`src/rtl/imm_gen_pipe.sv`:
```
// imm_gen_pipe: buffered RISC-V immediate generator between decode and execute.
// The immediate is decoded on the push side and stored as {imm, err}. As a result,
// the outputs come only from registered FIFO state, with no combinational input->output path.
//
// Ports:
//   clk, rst        rising-edge clock, asynchronous active-high reset
//   flush           synchronous discard of all buffered entries (wins over push/pop)
//   in_valid/ready  producer handshake; in_ready = !full
//   in_instr/fmt    32-bit instruction word, format code (0=R 1=I 2=S 3=B 4=U 5=J 6=Z 7=rsvd)
//   out_valid/ready consumer handshake; out_valid = !empty
//   out_imm/err     head entry immediate and illegal-format flag (0 when empty)
//   count           FIFO occupancy
//
// Build option: define IMMGEN_ZIMM_EN to make fmt 6 (CSR zimm, zero-extended
// instr[19:15]) legal. Without it, fmt 6 is reported as illegal.

module imm_gen_pipe #(
    parameter int unsigned XLEN  = 32,
    parameter int unsigned DEPTH = 2
) (
    input  logic                     clk,
    input  logic                     rst,
    input  logic                     flush,
    input  logic                     in_valid,
    output logic                     in_ready,
    input  logic [31:0]              in_instr,
    input  logic [2:0]               in_fmt,
    output logic                     out_valid,
    input  logic                     out_ready,
    output logic [XLEN-1:0]          out_imm,
    output logic                     out_err,
    output logic [$clog2(DEPTH):0]   count
);

    localparam int unsigned AW = $clog2(DEPTH);
    localparam int unsigned EW = XLEN + 1;

    // Elaboration-time parameter guards
    if (XLEN != 32 && XLEN != 64) begin : g_bad_xlen
        $error("imm_gen_pipe: XLEN must be 32 or 64");
    end
    if (DEPTH < 2 || (DEPTH & (DEPTH - 1)) != 0) begin : g_bad_depth
        $error("imm_gen_pipe: DEPTH must be a power of two >= 2");
    end

    logic [XLEN-1:0] imm_c;
    logic            err_c;
    logic            sgn;
    logic            push;
    logic            pop;
    logic [AW-1:0]   wr_ptr;
    logic [AW-1:0]   rd_ptr;
    logic [EW-1:0]   mem [DEPTH];

    // Opcode bits never contribute to any immediate
    logic            unused_opcode;
    assign unused_opcode = ^in_instr[6:0];

    assign sgn = in_instr[31];

    // Immediate decode on the push side
    always_comb begin
        imm_c = '0;
        err_c = 1'b0;
        case (in_fmt)
            3'd0: imm_c = '0;
            3'd1: imm_c = {{(XLEN-12){sgn}}, in_instr[31:20]};
            3'd2: imm_c = {{(XLEN-12){sgn}}, in_instr[31:25], in_instr[11:7]};
            3'd3: imm_c = {{(XLEN-12){sgn}}, in_instr[7], in_instr[30:25],
                           in_instr[11:8], 1'b0};
            3'd4: imm_c = {{(XLEN-31){sgn}}, in_instr[30:12], 12'b0};
            3'd5: imm_c = {{(XLEN-20){sgn}}, in_instr[19:12], in_instr[20],
                           in_instr[30:21], 1'b0};
`ifdef IMMGEN_ZIMM_EN
            3'd6: imm_c = {{(XLEN-5){1'b0}}, in_instr[19:15]};
`endif
            default: err_c = 1'b1;
        endcase
    end

    // Ready and valid come from count only, so a full FIFO refuses a push even while popping
    assign in_ready  = (count != (AW+1)'(DEPTH));
    assign out_valid = (count != '0);
    assign push      = in_valid && in_ready;
    assign pop       = out_valid && out_ready;

    assign out_imm   = out_valid ? mem[rd_ptr][EW-1:1] : '0;
    assign out_err   = out_valid ? mem[rd_ptr][0]      : 1'b0;

    // Storage: payload only, so it needs no reset
    always_ff @(posedge clk) begin
        if (push) begin
            mem[wr_ptr] <= {imm_c, err_c};
        end
    end

    // Pointers and occupancy; flush overrides any same-cycle push or pop
    always_ff @(posedge clk or posedge rst) begin
        if (rst) begin
            wr_ptr <= '0;
            rd_ptr <= '0;
            count  <= '0;
        end else if (flush) begin
            wr_ptr <= '0;
            rd_ptr <= '0;
            count  <= '0;
        end else begin
            if (push) begin
                wr_ptr <= wr_ptr + AW'(1);
            end
            if (pop) begin
                rd_ptr <= rd_ptr + AW'(1);
            end
            case ({push, pop})
                2'b10:   count <= count + (AW+1)'(1);
                2'b01:   count <= count - (AW+1)'(1);
                default: count <= count;
            endcase
        end
    end

endmodule

```
`config.mk`:
```
export PLATFORM = sky130hd
export DESIGN_NAME = imm_gen_pipe
export DESIGN_NICKNAME = d
export VERILOG_FILES = /design/src/rtl/imm_gen_pipe.sv
export SDC_FILE = /design/constraint.sdc
export NUM_CORES = 1
export LEC_CHECK = 0
export ABC_CLOCK_PERIOD_IN_PS = 4100
export CAP_MARGIN = 20
export CORE_ASPECT_RATIO = 0.9
export CORE_UTILIZATION = 53
export DETAILED_ROUTE_END_ITERATION = 8
export HOLD_SLACK_MARGIN = 0.06
export PLACE_DENSITY = 0.95
export SYNTH_ARGS = -nofsm -noshare
export SYNTH_HDL_FRONTEND = slang
export SYNTH_SLANG_ARGS = --single-unit
export TNS_END_PERCENT = 5
```
`constraint.sdc`:
```
create_clock -name clk -period 4.1 [get_ports clk]
set_input_delay 0.82 -clock clk [delete_from_list [all_inputs] [get_ports clk]]
set_output_delay 0.82 -clock clk [all_outputs]
set_load 0.02 [all_outputs]
```
Yosys cells after proc, flatten, opt, wreduce, memory -nomap -nowiden
Memories as Yosys holds them, arrays and structs flattened.
Index checks and enable logic that the tools add are counted.
Operators by class
  $add $sub $neg: 4
  multipliers: 0
  div/mod/pow operators: 0
  $lt $le $gt $ge: 0
  equality and inequality tests: 8
  shift-type cells: 0
  muxes and demuxes: 12
  bitwise gates (word level): 0
  reduce and logical (&&, ||, !) cells: 8
Operator list (number)
  $pmux 32 s5: 1
  $mux 32: 1
  $mux 1: 8
  $eq 3x2->1 const B: 2
  $eq 3x3->1 const B: 2
  $reduce_bool 2->1: 3
  $reduce_or 6->1: 1
  $pmux 2 s2: 1
  $eq 3x1->1 const B: 1
  $logic_not 3->1: 1
  $reduce_bool 3->1: 1
  $add 1x1->1 const B: 2
  $add 2x1->2 const B: 1
  $eq 2x1->1 const B: 1
  $eq 2x2->1 const B: 1
  $logic_and 1x1->1: 2
  $mux 2: 1
  $ne 2x2->1 const B: 1
  $sub 2x1->2 const B: 1
Storage, ports and cells
  register bits: 4
  latch bits: 0
  RAM bits: 66
  ROM bits: 0
  output and inout bits: 37
  word-level logic and storage cells: 36
  memories kept: 1
Memories
  mem: depth 2, bits a word 33, rd ports 1, clocked after Yosys merged registers in 0, wr ports 1, line 53  | logic [EW-1:0] mem [DEPTH];

Logic depth before layout (Yosys ltp)
  word-level depth: 5
  mapped depth: 6
  depth with buffers taken out: 4

Worst setup path after synthesis
Ideal clock, no wire load.
  path type: input-to-reg
  start: input in_valid
  end: memory mem[1][0] (netlist name), enable pin
  setup time: 0.393 ns
  arrival time: 1.931 ns
  data required time: 3.707 ns
  setup slack: 1.775 ns
  stages: 2
  cells stage by stage: clkbuf_1 -> and3_1
Between the ends
  cells in the longest elaborated chain, start to end: 3
Ends and longest elaborated chain
  from (decl): line 24  | input logic in_valid,
  $logic_and 1x1->1: line 84  | assign push = in_valid && in_ready;
  $mux 1: line 92  | if (push) begin
  $mux 1 (not written as such): line 93  | mem[wr_ptr] <= {imm_c, err_c};
  to (decl): line 53
No other way between the ends.

Worst setup path in the final report
  start: register rd_ptr
  end: output out_imm[18]
Between the ends
  cells in the longest elaborated chain, start to end: 2
Ends and longest elaborated chain
  from (decl): line 52  | logic [AW-1:0] rd_ptr;
  from (signal assigned): line 112  | rd_ptr <= rd_ptr + AW'(1);
  $mem_v2 2x33
  $mux 32: line 87  | assign out_imm = out_valid ? mem[rd_ptr][EW-1:1] : '0;
  to (decl): line 30  | output logic [XLEN-1:0] out_imm,
No other way between the ends.

==> results.toml <==
[status]
status = "finished, violations left"
violations = "DRC"

[final_layout]
diodes = 0
syn_to_final_growth_pct = 27.4
finalInstanceArea_um2 = 4130
final_common_cell = "clkdlybuf4s50_1"
fin_nets = 353
drive_gt1_frac = 0.107
layout_common_cells = "clkdlybuf4s50_1 (69), edfxtp_1 (66), mux2i_1 (35), nor2_1 (35)"

[drt]
drcViolationCount = 7
vias_per_cell = 5.56
drt_pass1_iterations = 6
drtIter0Drc = 132
wire_per_inst_um = 16.6
vias = 2151
ant_nets = 0
drt_wl_total_um = 6410

[placement]
io_buffers = 69
place_area_um2 = 3950
routabilityCongestion = 0.843
dp_hpwl_um = 4330
place_ws_ps = 836

[cts]
clockBufferDepth = 2
cts.htree.levels = 3
root_buffer = "clkbuf_8"
numCtsBuffers = 9
post_cts_buffers = 0
path_clk_slew_ps = 70
clk_latency_ps = 340
cts_sinks = 70
cts_tree = "done"
hold_buffers = 0
cts_resized = 0

[power]
p_per_area_nw_per_um2 = 405
p_int_uw = 1250
vdd.ir_drop.worst_mv = 0.230
p_comb_frac = 0.173
power.net_switching_uw = 422
leakagePower_uw = 0.00144
p_sw_frac = 0.252
power_frac_clock = 0.309
p_seq_frac = 0.518

[sta]
min_period_over_period = 0.781
clock_skew_ps = 7.68
finalSetupViolations = 0
clock.fmax_mhz = 312
tightest_slew_ps = 989
setup_tns_ps = 0
rsz0062_at_grt = "no"
drv_slew = 0
finalHoldViolations = 0
setup_ws_ps = 898
fin_crit_ps = 3200
relSlewSlack = 0.341

[logic_synthesis]
yosys.cell_types.count = 37
synth-simple-area-share = 0.111
async_flop_share = 0.0571
synth_top_family_by_area = "multiplexers"
syn_area_per_cell_um2 = 13.2
synth-seq-cells = 70
synth-seq-area-share = 0.642
synth_xor_area_frac = 0.00270
synthMuxAreaShare = 0.111
synth-edff-count = 66
synth_top_cell_area_share = 0.611
synthFlopType = "edfxtp_1"
yosys.area_share.adder = 0.00386
synth-compound-area-share = 0.0930
syn-num-nets = 286
syn_inst = 245
netlist_top_cells_area = "edfxtp_1 (61%), mux2i_1 (11%), nor2_1 (4.2%)"
yosys.area.top_type = "edfxtp_1"
netlist_area_um2 = 3240
yosys_warnings = 0

[worst_setup_path]
ff2ff_path_depth = 4
crit_arrival_ps = 2380
rrSetupSlack_ps = 2000
slowest_stage = "dfrtp_2"
max_stage_delay_ps = 1020
path_cells = "mux2i_1 > nor2_1 > clkdlybuf4s50_1"
required_ps = 3280
critPathMaxFanout = 34
start_kind = "flip-flop"
critPathCaptureType = "primary output"
path_class = "flip-flop to primary output"
regToRegStartpoint = "count[0]$_DFFE_PP0P_"
r2r_end = "mem[0][16]$_DFFE_PP_"

[hold_path]
hold_class = "primary input to asynchronous set/reset pin"

[floorplan]
die_h_um = 76.2
core_um2 = 5790
initial_core_util = 0.560
ios = 77
die-area_um2 = 6440
rows = 26
die_width_um = 84.5

[run]
drv_cap = 0

[global_routing]
grt_pass1_vias = 2177
antenna_found_initial = 0
overflow = 0
grt_max_degree = 35
grt.total_usage = 0.218
grt_pass1_wl_um = 10500
-- cells in the mapped netlist (all sizes together) (2+ instances only) --
| library cell | count |
|---|---|
| a21oi | 14 |
| dfrtp | 4 |
| and2b | 7 |
| and2 | 2 |
| a22o | 4 |
| clkbuf | 3 |
| o21ai | 20 |
| nor2 | 36 |
| edfxtp | 66 |
| inv | 5 |
| and3b | 2 |
| nand3b | 3 |
| nand2 | 13 |
| nand2b | 2 |
| mux2i | 35 |
| buf | 13 |
-- per-stage QoR --
step	hold slack (ps)	std cells	utilization	power, uW
after floorplan	525	245	-	1050
after global placement	549	371	0.682	1160
after detailed placement	644	371	0.682	1170
after CTS	659	387	0.713	1680
after global routing	673	387	0.713	1740
final	670	387	0.713	1670
-- routing by layer --
metal  global-route usage  part of all wire  vias to the layer above
met4                0.102             0.030                        0
met1                0.257              0.39                     1011
met2                0.368              0.52                       90
met3               0.0650             0.062                       20
met5                    0                 0                        -
li1                     -                 -                     1030
-- registers in the layout, indices dropped and copies added (netlist names) --
signal	cells
rd_ptr	1
mem	66
wr_ptr	1
count	2
-- worst max-delay path: cells and delay by family, from the launching register on --
kind / cells / cell delay (ps)
multiplexers: 1 / 180
AND/OR/NAND/NOR: 1 / 200
buffers and inverters: 1 / 630
flip-flops: 1 / 1020
-- kinds of logic after synthesis --
group,count (synthesis)
buf+inv,21
flops,70
fa+ha+maj,1
mux,36
xor+xnor,1
compound gates,44
simple gates,72
-- power by group through the flow --
stage	clock [uW]	sequential, uW	combinational [uW]
final	517	867	289
after floorplan	0	866	181
after global routing	559	872	311
after global placement	0	880	279
after detailed placement	0	884	288
after CTS	522	868	291
-- area by class of cell --
class                      count  area (um2)
clock buffer                  10         128
clock inverter                 6        52.6
fill                         390        1660
inverter                       5        18.8
multi-input combinational    154        1050
sequential                    70        2080
tap                           70        87.6
timing repair buffer          72         713
-- worst max-delay path by stage --
stage | from | end | slack [ps] | cells past startpoint
floorplan | in_valid | mem[1][0]$_DFFE_PP_ | 1780 | 2
detailed placement | in_fmt[1] | mem[1][11]$_DFFE_PP_ | 840 | 5
global route | rd_ptr$_DFFE_PP0P_ | out_imm[18] | 760 | 3
global placement | in_fmt[1] | mem[0][6]$_DFFE_PP_ | 910 | 5
CTS | rd_ptr$_DFFE_PP0P_ | out_imm[18] | 870 | 3
finish | rd_ptr$_DFFE_PP0P_ | out_imm[18] | 900 | 3
Note: power is estimated with default switching activity, not from simulation.
